$ cat src/rtl/core_pkg.sv
// ============================================================================
// Module      : core_pkg
// Description : Shared encodings for the 16-bit pipelined core (ALU ops,
//               forwarding selects, flag bit positions).
// Revision    : 1.0 - initial release
// ============================================================================
`default_nettype none

package core_pkg;

    localparam logic [2:0] ALU_ADD   = 3'b000;
    localparam logic [2:0] ALU_SUB   = 3'b001;
    localparam logic [2:0] ALU_AND   = 3'b010;
    localparam logic [2:0] ALU_OR    = 3'b011;
    localparam logic [2:0] ALU_XOR   = 3'b100;
    localparam logic [2:0] ALU_SLL   = 3'b101;
    localparam logic [2:0] ALU_SRL   = 3'b110;
    localparam logic [2:0] ALU_PASSB = 3'b111;

    // 2'b11 is unused and falls back to the ID/EXE value
    localparam logic [1:0] FWD_E  = 2'b00;
    localparam logic [1:0] FWD_WB = 2'b01;
    localparam logic [1:0] FWD_M  = 2'b10;

    localparam int FLAG_C = 0;
    localparam int FLAG_Z = 1;
    localparam int FLAG_N = 2;

endpackage

`default_nettype wire

$ cat src/rtl/alu.sv
// ============================================================================
// Module      : alu
// Description : Combinational WIDTH-bit ALU producing result and N/Z/C flags.
// Revision    : 1.0 - initial release
// ============================================================================
`default_nettype none

module alu
    import core_pkg::*;
#(
    parameter int WIDTH = 16
) (
    input  logic [WIDTH-1:0] srcA,
    input  logic [WIDTH-1:0] srcB,
    input  logic [2:0]       aluControl,
    output logic [WIDTH-1:0] result,
    output logic             N,
    output logic             Z,
    output logic             C
);

    logic [WIDTH:0] w_sum;

    always_comb begin
        w_sum  = '0;
        result = '0;
        C      = 1'b0;
        case (aluControl)
            ALU_ADD: begin
                w_sum  = {1'b0, srcA} + {1'b0, srcB};
                result = w_sum[WIDTH-1:0];
                C      = w_sum[WIDTH];
            end
            ALU_SUB: begin
                // carry is the no-borrow sense, set when srcA >= srcB unsigned
                result = srcA - srcB;
                C      = (srcA >= srcB);
            end
            ALU_AND:   result = srcA & srcB;
            ALU_OR:    result = srcA | srcB;
            ALU_XOR:   result = srcA ^ srcB;
            ALU_SLL:   result = srcA << srcB[3:0];
            ALU_SRL:   result = srcA >> srcB[3:0];
            ALU_PASSB: result = srcB;
            default:   result = '0;
        endcase
    end

    assign Z = (result == '0);
    assign N = result[WIDTH-1];

endmodule

`default_nettype wire

$ cat src/rtl/execute_stage.sv
// ============================================================================
// Module      : execute_stage
// Description : Execute stage: operand forwarding, ALU, branch/jump resolution
//               and the EXE/MEM pipeline register.
// Revision    : 1.0 - initial release
// ============================================================================
`default_nettype none

module execute_stage
    import core_pkg::*;
#(
    parameter int WIDTH = 16,
    parameter int RW    = 4
) (
    input  logic             clk,
    input  logic             rst,
    input  logic [WIDTH-1:0] RD1E,
    input  logic [WIDTH-1:0] RD2E,
    input  logic [WIDTH-1:0] immExtE,
    input  logic [WIDTH-1:0] PCE,
    input  logic [WIDTH-1:0] PCPlus2E,
    input  logic [RW-1:0]    RdE,
    input  logic             regWriteE,
    input  logic             memWriteE,
    input  logic             jumpE,
    input  logic             branchE,
    input  logic             aluSrcE,
    input  logic [2:0]       aluControlE,
    input  logic [1:0]       resultSrcE,
    input  logic [1:0]       forwardAE,
    input  logic [1:0]       forwardBE,
    input  logic [WIDTH-1:0] resultWB,
    input  logic             stallM,
    input  logic             flushM,
    output logic             PCSrcE,
    output logic [WIDTH-1:0] PCTargetE,
    output logic [WIDTH-1:0] ALUResultM,
    output logic [WIDTH-1:0] WriteDataM,
    output logic [WIDTH-1:0] PCPlus2M,
    output logic [RW-1:0]    RdM,
    output logic             regWriteM,
    output logic             memWriteM,
    output logic [1:0]       resultSrcM,
    output logic [2:0]       flagsM
);

    logic [WIDTH-1:0] w_srca;
    logic [WIDTH-1:0] w_fwdb;
    logic [WIDTH-1:0] w_srcb;
    logic [WIDTH-1:0] w_result;
    logic             w_n;
    logic             w_z;
    logic             w_c;
    logic [2:0]       w_flags;

    // Unknown or reserved selects fall to the ID/EXE value
    always_comb begin
        case (forwardAE)
            FWD_WB:  w_srca = resultWB;
            FWD_M:   w_srca = ALUResultM;
            default: w_srca = RD1E;
        endcase
        case (forwardBE)
            FWD_WB:  w_fwdb = resultWB;
            FWD_M:   w_fwdb = ALUResultM;
            default: w_fwdb = RD2E;
        endcase
    end

    assign w_srcb = aluSrcE ? immExtE : w_fwdb;

    alu #(
        .WIDTH (WIDTH)
    ) u_alu (
        .srcA       (w_srca),
        .srcB       (w_srcb),
        .aluControl (aluControlE),
        .result     (w_result),
        .N          (w_n),
        .Z          (w_z),
        .C          (w_c)
    );

    always_comb begin
        w_flags         = 3'b000;
        w_flags[FLAG_N] = w_n;
        w_flags[FLAG_Z] = w_z;
        w_flags[FLAG_C] = w_c;
    end

    // Targets are absolute, so no adder is needed on the redirect path
    assign PCSrcE    = jumpE | (branchE & w_z);
    assign PCTargetE = PCE;

    always_ff @(posedge clk or negedge rst) begin
        if (!rst) begin
            ALUResultM <= '0;
            WriteDataM <= '0;
            PCPlus2M   <= '0;
            RdM        <= '0;
            regWriteM  <= 1'b0;
            memWriteM  <= 1'b0;
            resultSrcM <= 2'b00;
            flagsM     <= 3'b000;
        end else if (flushM) begin
            // Bubble keeps the last architectural flags
            ALUResultM <= '0;
            WriteDataM <= '0;
            PCPlus2M   <= '0;
            RdM        <= '0;
            regWriteM  <= 1'b0;
            memWriteM  <= 1'b0;
            resultSrcM <= 2'b00;
        end else if (!stallM) begin
            ALUResultM <= w_result;
            WriteDataM <= w_fwdb;
            PCPlus2M   <= PCPlus2E;
            RdM        <= RdE;
            regWriteM  <= regWriteE;
            memWriteM  <= memWriteE;
            resultSrcM <= resultSrcE;
            if (regWriteE | branchE) begin
                flagsM <= w_flags;
            end
        end
    end

endmodule

`default_nettype wire
$ cat config.mk
export PLATFORM = sky130hd
export DESIGN_NAME = execute_stage
export DESIGN_NICKNAME = d
export VERILOG_FILES = /design/src/rtl/core_pkg.sv /design/src/rtl/alu.sv /design/src/rtl/execute_stage.sv
export SDC_FILE = /design/constraint.sdc
export NUM_CORES = 1
export LEC_CHECK = 0
export BUFFER_PORTS_ARGS = -buffer_cell sky130_fd_sc_hd__buf_2
export CAP_MARGIN = 20
export CORE_MARGIN = 1
export CORE_UTILIZATION = 45
export CTS_CLUSTER_DIAMETER = 120
export DETAILED_ROUTE_END_ITERATION = 6
export HOLD_SLACK_MARGIN = 0.05
export PLACE_DENSITY = 0.7
export SLEW_MARGIN = 0
export SYNTH_ARGS = -nofsm -noshare
export SYNTH_HDL_FRONTEND = slang
export SYNTH_SLANG_ARGS = --single-unit
$ cat constraint.sdc
create_clock -name clk -period 9.9 [get_ports clk]
set_input_delay 0 -clock clk [delete_from_list [all_inputs] [get_ports clk]]
set_output_delay 0 -clock clk [all_outputs]
set_load 0.05 [all_outputs]
# After elaboration in Yosys (flattened, before gate mapping)
# Cells that the tools add are included.
[classes]
add_sub_neg = 2
order_cmp = 1
eq_ne = 12
shifts = 2
n_mux = 19
bitwise_logic = 8
n_reduce_logical = 3
[op_table]
columns = ["cell", "n"]
rows = [
  ["16-bit one-hot mux with 8 select lines", 1],
  ["16-bit two-way mux", 7],
  ["16-bit one-hot mux with 2 select lines", 2],
  ["16-bit by 16-bit adder with 17-bit output", 1],
  ["16-bit AND", 1],
  ["16-bit >= comparator", 1],
  ["16-bit zero test", 1],
  ["16-bit bitwise OR", 1],
  ["16-bit by 4-bit left shift with 16-bit output", 1],
  ["16-bit by 4-bit right shift with 16-bit output", 1],
  ["16-bit subtractor", 1],
  ["16-bit XOR", 1],
  ["3-bit == test, second input constant", 4],
  ["4-bit two-way mux", 2],
  ["3-bit by 2-bit == test with 1-bit output, second input constant", 2],
  ["2-bit by 1-bit == test with 1-bit output, second input constant", 2],
  ["2-bit == test, second input constant", 2],
  ["1-bit two-way mux", 4],
  ["2-bit two-way mux", 2],
  ["3-bit by 1-bit == test with 1-bit output, second input constant", 1],
  ["3-bit zero test", 1],
  ["3-bit AND reduction", 1],
  ["2-bit by 1-bit inequality test with 1-bit output, second input constant", 1],
  ["1-bit NOT", 2],
  ["other kinds (3)", 4],
]
[totals]
register_bits = 59
input_bits = 118
out_inout_bits = 76
wordCells = 55

# Logic depth before layout (Yosys ltp)
# Gate-level depths: netlist (run 1).
[depth]
depth_word = 8
mapped_depth = 20
mapped_depth_nobuf = 18

# Cells and area by module
# A second synthesis (run 1) with hierarchy kept.
[hier_totals]
hier_cells = 925
area_unflattened_um2 = 7624.8
[by_module_without_submodules]
columns = ["module", "instances", "cells_each", "area_each_um2", "seq_area_each_um2"]
rows = [
  ["alu", 1, 578, 4135.2, 0.0],
  ["execute_stage", 1, 347, 3489.6, 1476.4],
]

# Worst setup path before layout (run 1)
# No wires, ideal clock.
[synth_timing]
path_kind = "register to output"
startpoint = "register ALUResultM[2]"
endpoint = "output PCSrcE"
arrival_ns = 4.726
required_time_ns = 9.900
slack_ns = 5.174
path_stages_with_launch = 17
n_path_buf = 3
path_cell_list = "dfrtp_1 -> a221oi_1 -> o31ai_4 -> buf_2 -> clkbuf_1 -> ha_1 -> clkbuf_1 -> or3b_2 -> o2111ai_1 -> a21oi_1 -> o21bai_1 -> xnor2_1 -> a22oi_1 -> nand3_1 -> nor4_1 -> nand4_1 -> o21bai_1"
[synth_via]
elab_chain_cells = 7
word_cells_on_any_way = 14
cone_classes = "add/sub: 2; shift: 2; mux: 4; bitwise: 5; reduce/logical: 1"
[synth_rtl]
columns = ["element", "line_no", "source"]
rows = [
  ["start, declared", "execute_stage.sv:37", "output logic [WIDTH-1:0] ALUResultM,"],
  ["start signal, assigned", "execute_stage.sv:115", "ALUResultM <= w_result;"],
  ["16-bit one-hot mux with 2 select lines", "execute_stage.sv:63", "case (forwardBE)"],
  ["16-bit two-way mux", "execute_stage.sv:70", "assign w_srcb = aluSrcE ? immExtE : w_fwdb;"],
  ["16-bit subtractor (tied with other cells)", "alu.sv:36", "result = srcA - srcB;"],
  ["16-bit one-hot mux with 8 select lines (*)", "alu.sv:28", "case (aluControl)"],
  ["16-bit zero test (*)", "alu.sv:49", "assign Z = (result == '0);"],
  ["1-bit AND (*)", "execute_stage.sv:92", "assign PCSrcE = jumpE | (branchE & w_z);"],
  ["1-bit bitwise OR (*)", "execute_stage.sv:92", ""],
  ["end, declared", "execute_stage.sv:35", "output logic PCSrcE,"],
]
# Every way passes the cells marked *; elsewhere a longest branch is shown, timed or not.

# Worst setup path after layout (run 1)
[layout_timing]
startpoint = "input forwardAE[0]"
endpoint = "output PCSrcE"
[layout_via]
elab_chain_cells = 7
word_cells_on_any_way = 14
cone_classes = "add/sub: 2; eq/ne: 2; shift: 2; mux: 2; bitwise: 5; reduce/logical: 1"
[layout_rtl]
columns = ["element", "line_no", "source"]
rows = [
  ["start, declared", "execute_stage.sv:30", "input logic [1:0] forwardAE,"],
  ["2-bit == test / 2-bit by 1-bit == test with 1-bit output (equally long branches)", "execute_stage.sv:58", "case (forwardAE)"],
  ["16-bit one-hot mux with 2 select lines (*)", "execute_stage.sv:58", ""],
  ["16-bit subtractor (tied with other cells)", "alu.sv:36", ""],
  ["16-bit one-hot mux with 8 select lines (*)", "alu.sv:28", ""],
  ["16-bit zero test (*)", "alu.sv:49", ""],
  ["1-bit AND (*)", "execute_stage.sv:92", ""],
  ["1-bit bitwise OR (*)", "execute_stage.sv:92", ""],
]
# Marks and branches as above.

==> metrics, run 1 <==
pre-CTS WS 4.73 ns; Clock Tree Buf Depth 2; Total Routed Length 29100 um; total gr overflow 0; DP Wirelength 21100 um; I/O pins 194; Setup crit end PCSrcE; Die Y 129 um; Hold Crit Class input port to flip-flop; area share of the largest cell type after synthesis 20.2%; post-placement cell count 1268; syn_nets 1136; Synth top cells by count 133 x nor2_1, 83 x mux2i_1, 67 x a21oi_1, 67 x nand2_1, 63 x o21ai_0; DRT antenna net count 0; share of cells above drive strength 1 18.8%; worst-path maximum fanout 19; TritonCTS clock tree yes; max-cap viol count 0; sequential power share 20.6%; Cell Int Power 0.726 mW; clock buffer count from CTS 9; Finished Layout Cells 1325; Sw Share 46.5%; die area 0.0167 mm2; Layout area overhead 20.0%; vias in the first global route 7681; crit share post-route 54.1%; Yosys reg bits 59; final setup vio count 0; core box area 0.0159 mm2; synth warn 0; CP arrival 5.36 ns; Post-Route Skew 0.00753 ns; clock root cell clkbuf_16; Rows 46; drt wl/cell 21.9 um; Final Wtd Congestion 1.07; Primary FF master, synth dfrtp_1; post-CTS setup buffer count 0; setup ws final 4.54 ns; DRC 0; first-pass GRT wire length 43400 um; mapped cell area 0.00730 mm2; hold path cells 5; initial drt markers 986; Syn Area/Cell 7.58 um2; reg2reg path depth 13; drt first pass iters 6; top cells by area, synth dfrtp_1 20%, mux2i_1 11%, ha_1 9.1%, nor2_1 6.8%, a21oi_1 4.6%; ANT cells 0; fraction of registers with async set/reset 100%; Critical R2R Capture flagsM[1]; RSZ-0062 raised after global routing no; WHS 0.0761 ns; crit end category primary output; initial antenna violation count 0; starting density of the core 46.0%; sequential-to-total area share from yosys stat 20.2%; status finished clean; critical path data required time 9.90 ns; Clk pwr share 25.3%; Fin Setup TNS 0 ns; CP startpoint kind input port; fin crit period 5.36 ns; H-tree Lvls 3; Yosys cell types 69; Nets 1277; largest net degree at the start of global routing 84; Leakage 4.16 nW; total power draw 1.36 mW; CTS clk-pin slew, worst paths 0.05 ns; Worst R2R Start ALUResultM[3]; GRT Total Usage 33.9%; switching power 0.631 mW; # clock sinks 59; worst reg2reg setup slack 5.14 ns; Worst setup startpoint forwardAE[0]; Post-Synthesis Cells 963; Clock Latency Late Sink 0.34 ns; Final Max Tran Viols 0; pwr dens 155 mW/mm2; Vias per Instance 6.37; count leader, synth nor2_1; port bufs 161; top cell type by total area after synthesis dfrtp_1; WS Path Type input port to primary output; die width 129 um; Hold Vio Cnt, Final 0; Max VDD drop 0.114 mV; slew of the pin with the lowest slew margin 1.07 ns; Gate power share 54.1%; Post-synth EDFFs 0; vias 8439; slew margin rel. 28.4%; Max Clk Rate 187 MHz
==> state kept, by name, summed over array words and instances, names as in the netlist <==
register    cells
resultSrcM      2
ALUResultM     16
memWriteM       1
RdM             4
regWriteM       1
PCPlus2M       16
flagsM          3
WriteDataM     16
==> through the flow <==
stage	cell area (um2)	utilization, %
detailed placement	8030	50.6
CTS	8760	55.2
floorplan	7300	-
global route	8760	55.2
finish	8760	55.2
global placement	8030	50.6
==> power by group through the flow <==
stage | Combinational, mW | Clock, mW | Sequential [mW]
after CTS | 0.714 | 0.347 | 0.279
after global placement | 0.684 | 0 | 0.282
after detailed placement | 0.684 | 0 | 0.282
after global routing | 0.783 | 0.359 | 0.281
after floorplan | 0.447 | 0 | 0.350
final | 0.734 | 0.344 | 0.279
==> placed cells by master (no fill, tap or decap), drive strengths merged, types with 6 or more instances in the layout <==
cell type / instances
a21oi: 67
a221oi: 14
inv: 57
nor2: 133
nor4: 10
o22ai: 16
o31ai: 9
nand2b: 10
nor2b: 10
o221ai: 6
a31oi: 8
a221o: 28
a22oi: 10
o21ai: 76
o21a: 9
nand2: 67
nand4: 6
dlygate4sd3: 41
dfrtp: 59
clkbuf: 10
ha: 53
a211oi: 16
nand3: 16
mux2i: 86
nor3: 31
o21bai: 8
buf: 176
==> worst min path at each step <==
| stage | startpoint | slack (ns) | end |
|---|---|---|---|
| 6_report | RD2E[12] | 0.08 | WriteDataM[12] |
| 3_3_place_gp | PCE[11] | 0.0003 | PCTargetE[11] |
| 2_1_floorplan | rst | -0.30 | ALUResultM[0] |
| 3_5_place_dp | PCE[11] | 0.0003 | PCTargetE[11] |
| 4_1_cts | RD2E[11] | 0.06 | WriteDataM[11] |
| 5_1_grt | RD2E[6] | 0.09 | WriteDataM[6] |
==> worst max-delay path, cell delays in order <==
cell and delay, ns:
buf_2 0.09, inv_1 0.04, ha_1 0.67, inv_1 0.42, o21ai_0 0.67, inv_1 0.15
ha_1 0.29, inv_1 0.10, fa_1 0.22, nor2b_1 0.08, o311a_1 0.33, o21ai_0 0.49
o22a_1 0.23, a21oi_1 0.10, a2111oi_4 0.23, nand4_1 0.14, nor4_1 0.41, nand4_1 0.23
o21bai_1 0.18, buf_2 0.28
==> logic make-up after synthesis <==
| logic type | Yosys count | share of synthesized area [%] |
|---|---|---|
| compound gates | 307 | 29.2 |
| simple gates | 300 | 18.2 |
| buf+inv | 146 | 9.39 |
| mux | 87 | 12.2 |
| flops | 59 | 20.2 |
| fa+ha+maj | 55 | 9.63 |
| xor+xnor | 9 | 1.08 |
==> per-layer routing <==
metal | track usage, % | wire (um) | part of all wire [%] | vias to the layer above
li1 | - | - | - | 3786
met1 | 44.8 | 11900 | 41 | 4061
met2 | 53.5 | 13400 | 46 | 510
met3 | 6.07 | 2500 | 8.6 | 82
met4 | 16.4 | 1250 | 4.3 | 0
met5 | 0 | 0 | 0 | -
==> layout make-up <==
cell class              count  area (um2)
repair buffers            217        1330
well taps                 216         270
clock inverters             6        88.8
multi-input cells         758        5140
fillers                  1514        7120
flip-flops and latches     59        1480
clock buffers              10         229
inverters                  59         226
==> repair_timing <==
item                      4_1_cts  5_1_grt
gates resized for setup         0        0
hold buffers                   41        0
hold endpoints to repair       99        0
(Power assumes the default switching activity.)
==> run 2, diff against run 1 <==
PLACE_DENSITY = 0.73   (was 0.7)
clock period = 4.64 ns   (was 9.9 ns; I/O delays follow)
==> run 2 against run 1 <==
  * Critical path depth decreased by 4
  * Largest power group unchanged
  * Cell count increased by 3.5%
  * Combinational power grew 130%
  * Power rose by 120%
  * Sequential power up 110%
  * Critical path type is now flip-flop to primary output
  * Via count up 2.1%
  * Wire length increased by 5.8%
  * Worst setup slack lost 4.4 ns
==> metrics, run 2 (synthesis results as in run 1) <==
pwr dens 326 mW/mm2; Finished Layout Cells 1371; most common cell after layout, fill and taps aside buf_2; share of cells above drive strength 1 23.5%; pre-CTS WS 0.0670 ns; crit end category primary output; Layout area overhead 25.6%; first-pass GRT wire length 45100 um; clock root cell clkbuf_16; Clock Latency Late Sink 0.34 ns; Die Y 129 um; setup ws final 0.139 ns; Crit path buffers/inverters 2; CP arrival 4.50 ns; initial antenna violation count 2; post-placement cell count 1313; worst-path maximum fanout 4; grt met3 use 6.19%; DP Wirelength 22900 um; die width 129 um; Hold Crit Class input port to flip-flop; total gr overflow 0; WP depth 16; H-tree Lvls 3; Leakage 4.39 nW; GRT Total Usage 36.0%; critical path data required time 4.64 ns; number of fill cells in the layout 1476; port bufs 161; final setup vio count 0; WHS 0.0677 ns; crit-path cells a221o_1, o221a_4, ha_1, fa_1, o21bai_1, a21oi_1, xor2_1, a221oi_2, o22ai_1, a211oi_2, nand4_1, nor4_2, buf_4, nand4_1, o21bai_2, buf_4; worst reg2reg setup slack 0.65 ns; Top Family by Delay on Critical Path compound AO/OA/AOI/OAI gates; Critical R2R Capture flagsM[1]; starting density of the core 46.0%; Final Max Tran Viols 0; drt wl/cell 22.4 um; fin crit period 4.50 ns; Post-Route Skew 0.00947 ns; Worst path max stage delay 0.48 ns; clock buffer count from CTS 9; Top Usage Layer GRT met2; core box area 0.0159 mm2; most frequent cells in the layout 159 x buf_2, 133 x nor2_1, 83 x mux2i_1, 67 x nand2_1, 67 x a21oi_1; vias 8616; Final Wtd Congestion 1.01; initial drt markers 993; Worst R2R Start ALUResultM[0]; WS Path Type flip-flop to primary output; biggest regs ALUResultM: 16 flops, PCPlus2M: 16 flops, WriteDataM: 16 flops; # clock sinks 59; Fin Setup TNS 0 ns; Hold Vio Cnt, Final 0; hold path cells 5; crit share post-route 97.0%; met2 usage 56.5%; Rows 46; CP startpoint kind flip-flop; Vias per Instance 6.28; ANT cells 0; Setup crit end PCSrcE; slew margin rel. 32.0%; reg2reg path depth 15; largest net degree at the start of global routing 84; I/O pins 194; status finished clean; Nets 1323; slew of the pin with the lowest slew margin 1.02 ns; vias in the first global route 7927; Total Routed Length 30800 um; Max VDD drop 0.213 mV; drt first pass iters 5; Clock Tree Buf Depth 2; Slowest cell on crit path fa_1; Max Clk Rate 222 MHz; CTS clk-pin slew, worst paths 0.06 ns; DRC 0; DRT antenna net count 0; Worst setup startpoint ALUResultM[0]; max-cap viol count 0; die area 0.0167 mm2; TritonCTS clock tree yes; met1 Usage GRT 47.8%
## run 2: changes by cell type in the layout (fill, tap and decap cells not counted), sizes merged
cell / delta
clkbuf: -1
bufinv: -1
clkinv: +2
buf: +46
## run 2: metrics by stage
step	total power, mW	instance area [um2]	util [%]
2_1_floorplan	1.70	7310	-
3_3_place_gp	2.16	8380	52.8
3_5_place_dp	2.17	8380	52.8
4_1_cts	2.91	9110	57.3
5_1_grt	3.12	9170	57.8
6_report	2.99	9170	57.8
## run 2: repair_timing
action,4_1_cts,5_1_grt
hold endpoints to repair,99,0
hold buffers,41,0
gates resized for setup,4,19
setup buffers,0,1
pin swaps,0,2
setup endpoints to repair,1,1
## run 2: worst min-delay path by stage
stage	from	endpoint	slack (ns)
floorplan	rst	ALUResultM[0]	-0.30
global placement	PCE[9]	PCTargetE[9]	0.0003
detailed placement	PCE[9]	PCTargetE[9]	0.0003
CTS	RD2E[1]	WriteDataM[1]	0.06
global route	RD2E[1]	WriteDataM[1]	0.11
finish	RD2E[1]	WriteDataM[1]	0.07
## run 2: final cells by class
class	count	area, um2	share of cell area (%)
flip-flops and latches	59	1480	16.1
inverters	59	226	2.47
clock inverters	7	76.3	0.832
repair buffers	263	1680	18.3
well taps	216	270	2.95
multi-input cells	758	5220	56.9
clock buffers	9	225	2.45
## run 2: layer usage
layer	wire length (um)	vias up
met2	14200	554
li1	-	3875
met4	1460	2
met5	10	-
met1	12500	4086
met3	2630	99
## run 2: power by group
part           switching (mW)  leakage (nW)  internal (mW)
clock                   0.275         0.142          0.418
combinational            1.10          3.46          0.599
sequential             0.0389         0.785          0.558
## run 2: worst register-to-register path: cells and delay by family (launching register included)
| family | cells | cell delay [ns] |
|---|---|---|
| compound gates | 8 | 1.81 |
| xor+xnor | 1 | 0.15 |
| fa+ha+maj | 2 | 0.71 |
| buf+inv | 1 | 0.17 |
| flops | 1 | 0.42 |
| simple gates | 3 | 0.66 |
==> run 3, diff against run 2 <==
--- a/config.mk
+++ b/config.mk
@@ -13,5 +13,5 @@
 export DETAILED_ROUTE_END_ITERATION = 6
 export HOLD_SLACK_MARGIN = 0.05
-export PLACE_DENSITY = 0.73
+export PLACE_DENSITY = 0.7
 export SLEW_MARGIN = 0
 export SYNTH_ARGS = -nofsm -noshare
==> constraint.sdc (replaced) <==
create_clock -name clk -period 4.34 [get_ports clk]
set_input_delay 1.085 -clock clk [delete_from_list [all_inputs] [get_ports clk]]
set_output_delay 1.085 -clock clk [all_outputs]
set_load 0.05 [all_outputs]
==> run 3 against run 2 <==
  * The run now ends with setup timing left
  * Worst setup slack got worse by 2.0 ns
  * Register-to-register slack worse by 1.6 ns
  * Power rose by 34%
  * Clock power is 3.3% lower
  * Via count increased by 15%
  * Sequential power up 5.9%
  * Combinational power up 59%
  * Cell count is 20% higher
  * Worst hold slack gained 0.44 ns
  * Clock-buffer cell count unchanged
  * Utilization increased by 18 points
  * Largest cell class unchanged
  * Highest routed layer is now met4
==> metrics, run 3 (synthesis results as in run 1) <==
status finished with violations; failing checks setup timing; share of cells above drive strength 1 48.4%; Die Y 129 um; Critical R2R Capture ALUResultM[7]; I/O pins 194; number of fill cells in the layout 1155; Nets 1596; Post-Place Cell Area 0.0106 mm2; TritonCTS clock tree yes; WHS 0.505 ns; reg2reg path depth 32; Final Max Tran Viols 0; setup ws final -1.85 ns; initial drt markers 1070; CTS Hold Buffers Added 0; most common cell after layout, fill and taps aside buf_4; GRT Total Usage 39.6%; crit share post-route 143%; Max Clk Rate 162 MHz; fin util 75.6%; worst reg2reg setup slack -0.90 ns; final setup vio count 9; worst-path maximum fanout 6; DRC 0; drt wl/cell 20.9 um; Hold Vio Cnt, Final 0; Post-Route Skew 0.00948 ns; total gr overflow 0; starting density of the core 46.0%; Finished Layout Cells 1645; H-tree Lvls 3; Layout area overhead 64.5%; most frequent cells in the layout 357 x buf_4, 157 x buf_2, 128 x nor2_1, 80 x mux2i_1, 66 x nand2_1; slew margin rel. 25.3%; # clock sinks 59; crit end category primary output; Worst R2R Start ALUResultM[0]; pwr dens 334 mW/mm2; die area 0.0167 mm2; register area 0.00148 mm2; WS Path Type input port to primary output; fin crit period 6.19 ns; critical path data required time 3.25 ns; Max VDD drop 0.250 mV; Final Wtd Congestion 0.986; first-pass GRT wire length 50500 um; Worst setup startpoint forwardBE[1]; CP startpoint kind input port; Setup crit end PCSrcE; post-placement cell count 1581; CTS clk-pin slew, worst paths 0.06 ns; Rows 46; max-cap viol count 0; biggest regs ALUResultM: 16 flops, PCPlus2M: 16 flops, WriteDataM: 16 flops; final non-filler cell area 0.0120 mm2; die width 129 um; vias 9892; Total Routed Length 34300 um; port bufs 161; RSZ-0062 raised after global routing yes; vias in the first global route 9563; Leakage 5.90 nW; slew of the pin with the lowest slew margin 1.11 ns; core box area 0.0159 mm2; Clock Latency Late Sink 0.33 ns; DP Wirelength 25500 um; Clock Tree Buf Depth 2; CP arrival 5.11 ns; clock root cell clkbuf_16; DRT antenna net count 0; drt first pass iters 6; clock buffer count from CTS 9; Hold Crit Class flip-flop to flip-flop; pre-CTS WS -2.04 ns; largest net degree at the start of global routing 84; Multi-input gate area 0.00599 mm2; Vias per Instance 6.01; initial antenna violation count 0
run 3: cell types whose count changed in the layout (fill, tap and decap cells not counted), moves of 11 or more:
cell / before / now
ha_1: 50 / 38
buf_4: 63 / 357
buf_6: 0 / 15
a21oi_1: 67 / 54
a21oi_2: 0 / 11
dlygate4sd3_1: 41 / 0
ha_4: 0 / 15
o21ai_0: 57 / 42
run 3: report_power, final:
part           internal, mW  switching (mW)
clock network         0.389           0.282
registers             0.596          0.0347
logic                  1.24            1.47
total                  2.23            1.78
run 3: how the worst min path moves through the flow:
stage / slack (ns) / end / startpoint / cells after the start
CTS: 0.50 / flagsM[2] / flagsM[2] / 1
finish: 0.51 / flagsM[2] / flagsM[2] / 1
detailed placement: 0.49 / flagsM[2] / flagsM[2] / 1
floorplan: 0.77 / flagsM[1] / flagsM[1] / 2
global placement: 0.49 / flagsM[2] / flagsM[2] / 1
global route: 0.53 / flagsM[2] / flagsM[2] / 1
run 3: final cells by class:
type	count	share of cell area (%)
antenna	1	0.0208
clock buffer	9	1.88
tap	216	2.25
clock inverter	7	0.438
sequential	59	12.3
timing repair buffer	536	31.3
multi-input combinational	758	49.8
inverter	59	1.95
run 3: through the flow:
stage | TNS (ns) | total power, mW
after global placement | -8.09 | 2.84
after CTS | -5.19 | 3.71
after detailed placement | -8.92 | 2.86
after floorplan | -1.50 | 1.88
after global routing | -5.87 | 4.19
final | -4.92 | 4.01
run 3: per-layer routing:
metal	wire length (um)	vias up	GRT usage, %	share of wire [%]
li1	-	4429	-	-
met1	13400	4759	49.0	39
met2	16400	581	64.0	48
met3	2700	123	7.68	7.9
met4	1820	0	23.7	5.3
met5	0	-	0	0
run 3: critical path: stages:
cell,delay [ns]
buf_6,0.11
ha_4,0.27
a221o_1,0.30
o221a_4,0.27
ha_4,0.18
fa_2,0.44
buf_6,0.14
nor4b_1,0.13
a21oi_1,0.13
o22a_1,0.18
o21ai_0,0.10
o32ai_1,0.44
nand4_1,0.30
nor4_2,0.24
buf_4,0.17
nand4_1,0.22
o21bai_4,0.23
buf_8,0.17
run 3: repair_timing:
item,in CTS,in global routing
setup endpoints to repair,11,13
setup buffers,47,19
hold endpoints to repair,0,0
cloned,0,0
gates resized for setup,71,107
pin swaps,45,67
